$ cat config.mk
export PLATFORM = sky130hd
export DESIGN_NAME = ps_job_responder_flat
export DESIGN_NICKNAME = d
export VERILOG_FILES = /design/src/rtl/ps_job_responder_if.sv /design/src/rtl/ps_job_responder.sv /design/src/flat_wrapper.sv
export SDC_FILE = /design/constraint.sdc
export NUM_CORES = 1
export LEC_CHECK = 0
export CORE_MARGIN = 3
export CORE_UTILIZATION = 35
export DETAILED_ROUTE_END_ITERATION = 16
export HOLD_SLACK_MARGIN = 0.1
export SYNTH_ARGS = -nofsm -noshare
export SYNTH_HDL_FRONTEND = slang
export SYNTH_SLANG_ARGS = --single-unit
$ cat constraint.sdc
create_clock -name sys_clk0 -period 6.5 [get_ports sys_clk0]
set_input_delay 0.65 -clock sys_clk0 [delete_from_list [all_inputs] [get_ports sys_clk0]]
set_output_delay 0.65 -clock sys_clk0 [all_outputs]
set_load 0.005 [all_outputs]
$ cat src/rtl/ps_job_responder_if.sv
// PS command/interrupt handshake plus user-job launch/completion signals for one responder.
// The master side is the PS plus user logic; the slave side is the responder.
interface ps_job_responder_if #(
  parameter int unsigned CMD_W  = 32,
  parameter int unsigned DATA_W = 32
);
  logic              req_in;
  logic              clr_in;
  logic [CMD_W-1:0]  cmd_in;
  logic              decouple;
  logic              ack_out;
  logic              done_intr;
  logic [DATA_W-1:0] result_out;
  logic              job_start;
  logic [CMD_W-1:0]  job_cmd;
  logic              job_done;
  logic [DATA_W-1:0] job_result;

  modport master (
    output req_in, clr_in, cmd_in, decouple, job_done, job_result,
    input  ack_out, done_intr, result_out, job_start, job_cmd
  );

  modport slave (
    input  req_in, clr_in, cmd_in, decouple, job_done, job_result,
    output ack_out, done_intr, result_out, job_start, job_cmd
  );
endinterface

$ cat src/rtl/ps_job_responder.sv
// PL-side responder: accepts a PS command on a synchronised request, runs a user job,
// returns its result (or an error word on timeout) and holds a level interrupt until cleared.
module ps_job_responder #(
  parameter int unsigned       CMD_W       = 32,
  parameter int unsigned       DATA_W      = 32,
  parameter int unsigned       SYNC_STAGES = 2,
  parameter int unsigned       TIMEOUT_CYC = 1000000,
  parameter logic [DATA_W-1:0] ERR_WORD    = DATA_W'(32'hDEAD_BEEF)
) (
  input  logic              sys_clk0,
  input  logic              sys_reset,
  ps_job_responder_if.slave bus,
  output logic [31:0]       run_cycles,
  output logic              err_timeout,
  output logic              busy
);

  typedef enum logic [1:0] {StIdle, StRun, StDone} state_e;

  state_e state_q, state_d;

  logic [SYNC_STAGES-1:0] req_sync_q, clr_sync_q;
  logic                   req_s, clr_s;

  logic              armed_q, armed_d;
  logic              ack_q, ack_d;
  logic              start_q, start_d;
  logic              done_q, done_d;
  logic              err_q, err_d;
  logic [CMD_W-1:0]  cmd_q, cmd_d;
  logic [DATA_W-1:0] result_q, result_d;
  logic [31:0]       run_q, run_d;
  logic [31:0]       cnt_q, cnt_d;
  logic [31:0]       cnt_inc;
  logic              timeout_hit;

  assign req_s = req_sync_q[SYNC_STAGES-1];
  assign clr_s = clr_sync_q[SYNC_STAGES-1];

  // Saturating increment; the value it yields is the RUN-cycle count including this cycle.
  assign cnt_inc     = (cnt_q == 32'hFFFF_FFFF) ? cnt_q : cnt_q + 32'd1;
  assign timeout_hit = (TIMEOUT_CYC != 0) && (cnt_inc == TIMEOUT_CYC);

  always_comb begin
    state_d  = state_q;
    armed_d  = armed_q;
    ack_d    = ack_q;
    start_d  = 1'b0;
    done_d   = done_q;
    err_d    = err_q;
    cmd_d    = cmd_q;
    result_d = result_q;
    run_d    = run_q;
    cnt_d    = cnt_q;

    // Re-arming and ack release follow the synchronised request in every state.
    if (!req_s) begin
      armed_d = 1'b1;
      ack_d   = 1'b0;
    end

    unique case (state_q)
      StIdle: begin
        if (req_s && armed_q && !bus.decouple) begin
          state_d = StRun;
          armed_d = 1'b0;
          ack_d   = 1'b1;
          start_d = 1'b1;
          cmd_d   = bus.cmd_in;
          err_d   = 1'b0;
          cnt_d   = 32'd0;
        end
      end
      StRun: begin
        cnt_d = cnt_inc;
        // A completion in the timeout cycle still counts as a normal completion.
        if (bus.job_done) begin
          result_d = bus.job_result;
          run_d    = cnt_inc;
          done_d   = 1'b1;
          state_d  = StDone;
        end else if (timeout_hit) begin
          result_d = ERR_WORD;
          err_d    = 1'b1;
          run_d    = TIMEOUT_CYC;
          done_d   = 1'b1;
          state_d  = StDone;
        end
      end
      StDone: begin
        if (clr_s) begin
          done_d  = 1'b0;
          state_d = StIdle;
        end
      end
      default: state_d = StIdle;
    endcase
  end

  always_ff @(posedge sys_clk0) begin
    if (sys_reset) begin
      state_q    <= StIdle;
      req_sync_q <= '0;
      clr_sync_q <= '0;
      armed_q    <= 1'b0;
      ack_q      <= 1'b0;
      start_q    <= 1'b0;
      done_q     <= 1'b0;
      err_q      <= 1'b0;
      cmd_q      <= '0;
      result_q   <= '0;
      run_q      <= '0;
      cnt_q      <= '0;
    end else begin
      state_q    <= state_d;
      req_sync_q <= {req_sync_q[SYNC_STAGES-2:0], bus.req_in};
      clr_sync_q <= {clr_sync_q[SYNC_STAGES-2:0], bus.clr_in};
      armed_q    <= armed_d;
      ack_q      <= ack_d;
      start_q    <= start_d;
      done_q     <= done_d;
      err_q      <= err_d;
      cmd_q      <= cmd_d;
      result_q   <= result_d;
      run_q      <= run_d;
      cnt_q      <= cnt_d;
    end
  end

  assign bus.ack_out    = ack_q;
  assign bus.done_intr  = done_q;
  assign bus.result_out = result_q;
  assign bus.job_start  = start_q;
  assign bus.job_cmd    = cmd_q;
  assign run_cycles     = run_q;
  assign err_timeout    = err_q;
  assign busy           = (state_q != StIdle);

endmodule

$ cat src/flat_wrapper.sv
// flat-port wrapper written by rule: the top's interface ports become plain ports
module ps_job_responder_flat 
#(
  parameter int unsigned       CMD_W       = 32,
  parameter int unsigned       DATA_W      = 32,
  parameter int unsigned       SYNC_STAGES = 2,
  parameter int unsigned       TIMEOUT_CYC = 1000000,
  parameter logic [DATA_W-1:0] ERR_WORD    = DATA_W'(32'hDEAD_BEEF)
)
  (sys_clk0, sys_reset, run_cycles, err_timeout, busy, bus_req_in, bus_clr_in, bus_cmd_in, bus_decouple, bus_job_done, bus_job_result, bus_ack_out, bus_done_intr, bus_result_out, bus_job_start, bus_job_cmd);
  ps_job_responder_if #(.CMD_W(CMD_W), .DATA_W(DATA_W)) bus_i ();
  input  logic sys_clk0;
  input  logic sys_reset;
  output logic [31:0] run_cycles;
  output logic err_timeout;
  output logic busy;
  input wire logic [$bits(bus_i.req_in)-1:0] bus_req_in;
  input wire logic [$bits(bus_i.clr_in)-1:0] bus_clr_in;
  input wire logic [$bits(bus_i.cmd_in)-1:0] bus_cmd_in;
  input wire logic [$bits(bus_i.decouple)-1:0] bus_decouple;
  input wire logic [$bits(bus_i.job_done)-1:0] bus_job_done;
  input wire logic [$bits(bus_i.job_result)-1:0] bus_job_result;
  output wire logic [$bits(bus_i.ack_out)-1:0] bus_ack_out;
  output wire logic [$bits(bus_i.done_intr)-1:0] bus_done_intr;
  output wire logic [$bits(bus_i.result_out)-1:0] bus_result_out;
  output wire logic [$bits(bus_i.job_start)-1:0] bus_job_start;
  output wire logic [$bits(bus_i.job_cmd)-1:0] bus_job_cmd;
  assign bus_i.req_in = bus_req_in;
  assign bus_i.clr_in = bus_clr_in;
  assign bus_i.cmd_in = bus_cmd_in;
  assign bus_i.decouple = bus_decouple;
  assign bus_i.job_done = bus_job_done;
  assign bus_i.job_result = bus_job_result;
  assign bus_ack_out = bus_i.ack_out;
  assign bus_done_intr = bus_i.done_intr;
  assign bus_result_out = bus_i.result_out;
  assign bus_job_start = bus_i.job_start;
  assign bus_job_cmd = bus_i.job_cmd;
  ps_job_responder #(.CMD_W(CMD_W), .DATA_W(DATA_W), .SYNC_STAGES(SYNC_STAGES), .TIMEOUT_CYC(TIMEOUT_CYC), .ERR_WORD(ERR_WORD)) u_core (.sys_clk0(sys_clk0), .sys_reset(sys_reset), .bus(bus_i), .run_cycles(run_cycles), .err_timeout(err_timeout), .busy(busy));
endmodule
==> results of run 1 <==
==> area by class of cell <==
| class | instances | area, um^2 | area share, % |
|---|---|---|---|
| Tap cell | 260 | 325 | 3.56 |
| Sequential cell | 139 | 2780 | 30.5 |
| Inverter | 24 | 90.1 | 0.986 |
| Multi-Input combinational cell | 572 | 3570 | 39.1 |
| Timing Repair Buffer | 180 | 1770 | 19.4 |
| Clock buffer | 18 | 439 | 4.81 |
| Clock inverter | 13 | 158 | 1.73 |
==> synth_stat cells, types with 2 or more instances <==
library cell    n
nor3_1         12
a31oi_1        27
nand4_1         8
or4_1           5
nor2_1         90
o221ai_1       24
nor2b_1         6
xor2_1         10
o21a_1          2
a21oi_2        30
o32a_1          7
or2_2           4
xnor2_1        14
nor4_4          2
a211oi_1        4
buf_1           3
clkbuf_1       62
o41ai_1        18
nand3_1        25
buf_6           8
and4_1          7
a2111oi_0       2
nand2_1        93
dfxtp_1       139
a32o_1         12
or3_1           3
buf_2           8
clkinv_1        2
and3_1         10
a41o_1         14
nor4_1          9
inv_1          22
a311oi_1        3
a32oi_1        10
mux2i_1         3
a22oi_1         3
o21ai_0        23
and2_1          3
nand2b_1        4
o211ai_1        2
a211oi_2        3
a21oi_1        63
nor3b_1         2
==> routing by layer <==
metal / GRT usage, % / vias to the layer above / wire [um]
met1: 26.7 / 3131 / 9690
li1: - / 3231 / -
met4: 5.51 / 0 / 344
met3: 7.47 / 26 / 1710
met5: 0 / - / 0
met2: 30.3 / 220 / 9520
==> flip-flops by register name, indices dropped and copies added (netlist names) <==
name                   count
u_core.bus.job_start       1
u_core.armed_q             1
u_core.run_cycles         32
u_core.bus.job_cmd        32
u_core.state_q             2
u_core.bus.ack_out         1
u_core.bus.done_intr       1
u_core.clr_sync_q          2
u_core.err_timeout         1
u_core.cnt_q              32
u_core.req_sync_q          2
u_core.bus.result_out     32
==> worst paths after layout <==
check             depth (start not counted)            startpoint  slack (ns)                  endpoint
setup / recovery                          9       u_core.cnt_q[0]        2.26  u_core.bus.result_out[8]
hold reg to reg                           1  u_core.req_sync_q[0]        0.45      u_core.req_sync_q[1]
setup reg to reg                          9       u_core.cnt_q[0]        2.26  u_core.bus.result_out[8]
hold / removal                            1  u_core.req_sync_q[0]        0.45      u_core.req_sync_q[1]
==> power groups by stage <==
stage / Sequential (mW) / Clock, mW / Combinational [mW]
final: 0.862 / 0.993 / 0.109
after global routing: 0.863 / 1.05 / 0.119
after CTS: 0.862 / 1.02 / 0.110
after detailed placement: 0.881 / 0 / 0.109
after global placement: 0.881 / 0 / 0.109
after floorplan: 0.881 / 0 / 0.0434
==> per-stage QoR <==
| stage | power [mW] | hold slack, ns | util [%] |
|---|---|---|---|
| 5_1_grt | 2.03 | 0.466 | 48.3 |
| 3_5_place_dp | 0.991 | 0.430 | 45.2 |
| 3_3_place_gp | 0.991 | 0.424 | 45.2 |
| 6_report | 1.96 | 0.447 | 48.3 |
| 2_1_floorplan | 0.925 | 0.414 | - |
| 4_1_cts | 1.99 | 0.452 | 48.3 |
==> logic make-up (layout without fill, tap and decap cells) <==
family,after synthesis,after routing,share of synthesized area (%)
simple gates,290,290,20.7
compound gates,253,253,27.6
flops,139,139,40.9
buf+inv,105,235,6.83
xor+xnor,24,24,3.09
mux,4,4,0.607
fa+ha+maj,1,1,0.184
==> worst max-delay path, cell delays in order, from the launching register on <==
cell     delay [ns]
dfxtp_1        0.44
ha_1           0.30
and4_1         0.40
and4_4         0.33
nand3_1        0.43
a41o_1         0.47
or4_1          0.50
or4_1          0.43
or2_4          0.49
a41o_1         0.33
==> flow_summary_export.csv, run 1 <==
group,metric,value,unit
final_layout,stdcell_area,9130,um^2
sta,finalSetupTns,0,ns
worst_setup_path,crit_required,6.82,ns
worst_setup_path,endpoint_kind,"flip-flop",
synthesis,yosysTopAreaCell,"dfxtp_1",
synthesis,async_flop_share,0,%
clock_tree,cts_buffer_depth,2,
drt,drt_wl_total,21300,um
clock_tree,cts_tree,"done",
worst_hold_path,hold_class,"flip-flop to flip-flop",
clock_tree,clk_latency,0.43,ns
placement,place_area,8540,um^2
placement,place_ws,2.33,ns
sta,worst_slew_pin_slew,0.926,ns
placement,gp_congestion,0.924,
power,sw_frac_of_total,23.7,%
floorplan,pin_count,171,
sta,relSlewSlack,38.1,%
power,p_leak,3.06,nW
global_routing,grt_pass1_wl,34800,um
clock_tree,cts_root_buf,"clkbuf_16",
sta,fmax,236,MHz
worst_setup_path,path_max_fanout,47,
sta,fin_ws,2.26,ns
drt,drtPass1Iterations,7,
global_routing,grt_max_degree,73,
clock_tree,cts_resized,0,
synthesis,syn-instance-count,816,
power,p_switching,0.465,mW
synthesis,synth_top_area_share,40.9,%
final_layout,final_cell_mix,"clkdlybuf4s50_1 (168), dfxtp_1 (139), nand2_1 (93), nor2_1 (90), a21oi_1 (63)",
final_layout,drive_gt1_share,10.0,%
outcome,outcome,"complete, no violations",
sta,fin_crit,4.24,ns
sta,finalCritPeriodShare,65.2,%
worst_setup_path,cp-start-kind,"flip-flop",
power,seqPwrFrac,43.9,%
placement,hpwl,14000,um
drt,drt-initial-drc-count,450,
power,p_int,1.50,mW
drt,routed_via_density,5.48,
clock_tree,clkTransAtPathRegs,0.06,ns
synthesis,ys.flop_type,"dfxtp_1",
placement,placed_cells,1175,
clock_tree,cts_buffers,17,
sta,slew_viol_final,0,
drt,wl_per_cell,17.6,um
final_layout,final_common_cell,"clkdlybuf4s50_1",
synthesis,synth_area_leaders,"dfxtp_1 (41%), nand2_1 (5.1%), nor2_1 (5.0%), a21oi_1 (4.6%), a21oi_2 (3.9%)",
power,pwr-share-comb,5.5,%
drt,vias,6608,
power,clock_power_share,50.6,%
floorplan,dieArea,21100,um^2
sta,clock-skew-final,0.0130,ns
synthesis,postSynthAreaPerCell,8.33,um^2
final_layout,fin_cells,1206,
worst_setup_path,crit_type,"flip-flop to flip-flop",
clock_tree,cts_hold_buf,0,
drt,drc,0,
job,cap_violations,0,
synthesis,syn-cell-area,6800,um^2
global_routing,grt_usage,20.0,%
floorplan,start_util,36.0,%
clock_tree,htreeDepth,4,
sta,hold_violations,0,
synthesis,synth_seq_cells,139,
synthesis,syn_nets,887,
synthesis,synth_cell_type_count,58,
global_routing,grt_pass1_vias,6362,
sta,rsz0062_at_grt,"no",
floorplan,dieHeight,145,um
synthesis,synth_edf_count,0,
power,vdd_drop_max,0.175,mV
final_layout,fill_cells,1877,
synthesis,seq_area_frac_synth,40.9,%
global_routing,overflow,0,
final_layout,nNetsFinal,1005,
placement,portBuffers,170,
final_layout,n_antenna_cell,0,
power,power_density,215,nW/um^2
floorplan,core,18900,um^2
final_layout,syn2layout_area_growth,34.3,%
synthesis,yosysWarnings,0,
clock_tree,post_cts_buffers,0,
floorplan,die_w,145,um
worst_setup_path,arrival,4.55,ns
sta,finalSetupViolations,0,
global_routing,antenna_found_initial,0,
clock_tree,cts_sinks,139,
floorplan,rows,50,
drt,antenna_left,0,
(Power assumes the default switching activity.)
==> run 2: changes to the inputs <==
==> constraint.sdc (replaced) <==
create_clock -name sys_clk0 -period 4.1 [get_ports sys_clk0]
set_input_delay 0.41 -clock sys_clk0 [delete_from_list [all_inputs] [get_ports sys_clk0]]
set_output_delay 0.41 -clock sys_clk0 [all_outputs]
set_load 0.005 [all_outputs]
==> run 2 against run 1 <==
  * Sequential power rose by 59%
  * Count of clock-buffer cells in the layout stayed put
  * Clock power increased by 66%
  * Die area unchanged
  * Critical path type unchanged
  * Critical endpoint is now u_core.bus.result_out[7]
==> flow_summary_export.csv, run 2 (same netlist as run 1, synthesis figures left out) <==
group,metric,value,unit
drt,drt-initial-drc-count,519,
final_layout,n_antenna_cell,0,
drt,maxUsedRoutingLayer,"met4",
power,p_int,2.47,mW
floorplan,start_util,36.0,%
drt,wl_met3,1820,um
job,cap_violations,0,
sta,fin_crit,3.90,ns
clock_tree,clkTransAtPathRegs,0.06,ns
power,sw_frac_of_total,22.5,%
power,power_density,342,nW/um^2
floorplan,die_w,145,um
drt,drtPass1Iterations,5,
global_routing,overflow,0,
drt,wl_met2,9920,um
sta,fmax,256,MHz
power,fin_total_pwr,3.19,mW
worst_setup_path,crit_required,4.45,ns
drt,drc,0,
power,clock_power_share,51.6,%
worst_setup_path,endpoint_kind,"flip-flop",
power,p_leak,3.17,nW
worst_hold_path,min_from,"sys_reset",
worst_hold_path,holdPathStages,2,
power,seqPwrFrac,42.9,%
final_layout,multiInputGateArea,3570,um^2
clock_tree,post_cts_buffers,0,
drt,drt_wl_total,21600,um
clock_tree,cts_hold_buf,0,
worst_setup_path,cp-start-kind,"flip-flop",
global_routing,grt_pass1_vias,6299,
global_routing,antenna_found_initial,0,
drt,vias,6674,
final_layout,final_cell_mix,"clkdlybuf4s50_1 (168), dfxtp_1 (138), nand2_1 (93), nor2_1 (90), a21oi_1 (63)",
sta,rsz0062_at_grt,"no",
clock_tree,cts_buffers,17,
sta,finalSetupViolations,0,
final_layout,nNetsFinal,1023,
floorplan,core,18900,um^2
sta,finalSetupTns,0,ns
placement,gp_congestion,0.922,
drt,wl_met1,9670,um
worst_setup_path,rr_worst_depth,10,
drt,antenna_left,0,
clock_tree,clk_latency,0.42,ns
sta,hold_violations,0,
drt,routed_via_density,5.45,
worst_setup_path,r2r-end,"u_core.bus.result_out[7]",
drt,wl_per_cell,17.7,um
sta,relSlewSlack,50.5,%
global_routing,grt_max_degree,72,
outcome,outcome,"complete, no violations",
sta,finalCritPeriodShare,95.1,%
worst_hold_path,hold_class,"primary input to flip-flop",
worst_setup_path,path_max_fanout,32,
floorplan,pin_count,171,
sta,clock-skew-final,0.0124,ns
final_layout,final_common_cell,"clkdlybuf4s50_1",
worst_setup_path,arrival,4.25,ns
final_layout,syn2layout_area_growth,36.9,%
clock_tree,cts_tree,"done",
floorplan,dieArea,21100,um^2
clock_tree,cts_buffer_depth,2,
sta,worst_slew_pin_slew,0.742,ns
floorplan,dieHeight,145,um
worst_setup_path,r2r-start,"u_core.cnt_q[1]",
global_routing,grt_usage,19.7,%
worst_hold_path,min_to,"u_core.cnt_q[28]",
placement,hpwl,14200,um
sta,slew_viol_final,0,
power,p_switching,0.716,mW
clock_tree,cts_sinks,139,
worst_setup_path,reg2reg_slack,0.20,ns
placement,portBuffers,170,
power,vdd_drop_max,0.315,mV
global_routing,grt_pass1_wl,34200,um
worst_setup_path,crit_type,"flip-flop to flip-flop",
clock_tree,cts_root_buf,"clkbuf_16",
floorplan,rows,50,
final_layout,seqCellArea,2780,um^2
power,pwr-share-comb,5.5,%
final_layout,fill_cells,1850,
final_layout,drive_gt1_share,11.9,%
clock_tree,htreeDepth,4,
==> run 2: worst max-delay path, cell delays in order (launching register included) <==
cell and delay (ns):
dfxtp_1 0.41, ha_2 0.27, and4_2 0.36, nand4_4 0.25, or4_1 0.59, xnor2_1 0.18, or4_1 0.44, or4_1 0.51
or2_4 0.42, buf_12 0.25, a21oi_2 0.11
==> run 2: metrics by stage <==
step	hold slack (ns)	instance area [um^2]	utilization [%]	cells	setup WS (ns)
4_1_cts	0.411	9300	49.2	1224	0.0813
2_1_floorplan	0.414	6800	-	816	0.531
3_5_place_dp	0.420	8680	46.0	1193	0.126
3_3_place_gp	0.420	8680	46.0	1193	0.200
6_report	0.434	9310	49.3	1224	0.201
5_1_grt	0.426	9310	49.3	1224	0.0140
==> run 2: area by class of cell <==
class | instances | share of cell area [%]
Inverter | 24 | 0.968
Tap cell | 260 | 3.49
Timing Repair Buffer | 198 | 20.6
Clock buffer | 18 | 4.61
Multi-Input combinational cell | 572 | 38.4
Clock inverter | 13 | 2.06
Sequential cell | 139 | 29.9
==> run 2: per-layer routing <==
metal,vias to the layer above,global-route usage (%)
met1,3139,26.0
met2,245,31.2
met5,-,0
met4,0,4.37
li1,3271,-
met3,19,7.01
==> run 2: how the worst max path moves through the flow <==
stage | start | end | cells past startpoint
2_1_floorplan | u_core.cnt_q[0] | u_core.bus.result_out[4] | 11
3_3_place_gp | u_core.cnt_q[0] | u_core.bus.result_out[25] | 10
3_5_place_dp | u_core.cnt_q[0] | u_core.bus.result_out[7] | 10
4_1_cts | u_core.cnt_q[0] | u_core.bus.result_out[7] | 10
5_1_grt | u_core.cnt_q[1] | u_core.bus.result_out[12] | 10
6_report | u_core.cnt_q[1] | u_core.bus.result_out[7] | 10
==> run 2: power groups by stage <==
stage,Clock (mW),Sequential (mW),Combinational [mW]
after global routing,1.74,1.37,0.189
after CTS,1.69,1.37,0.175
after floorplan,0,1.40,0.0689
after detailed placement,0,1.40,0.174
after global placement,0,1.40,0.173
final,1.65,1.37,0.174
==> run 2: timing repair <==
action	in CTS	in global routing
hold endpoints to repair	0	0
endpoints found under the setup margin	0	37
resized for setup	0	3
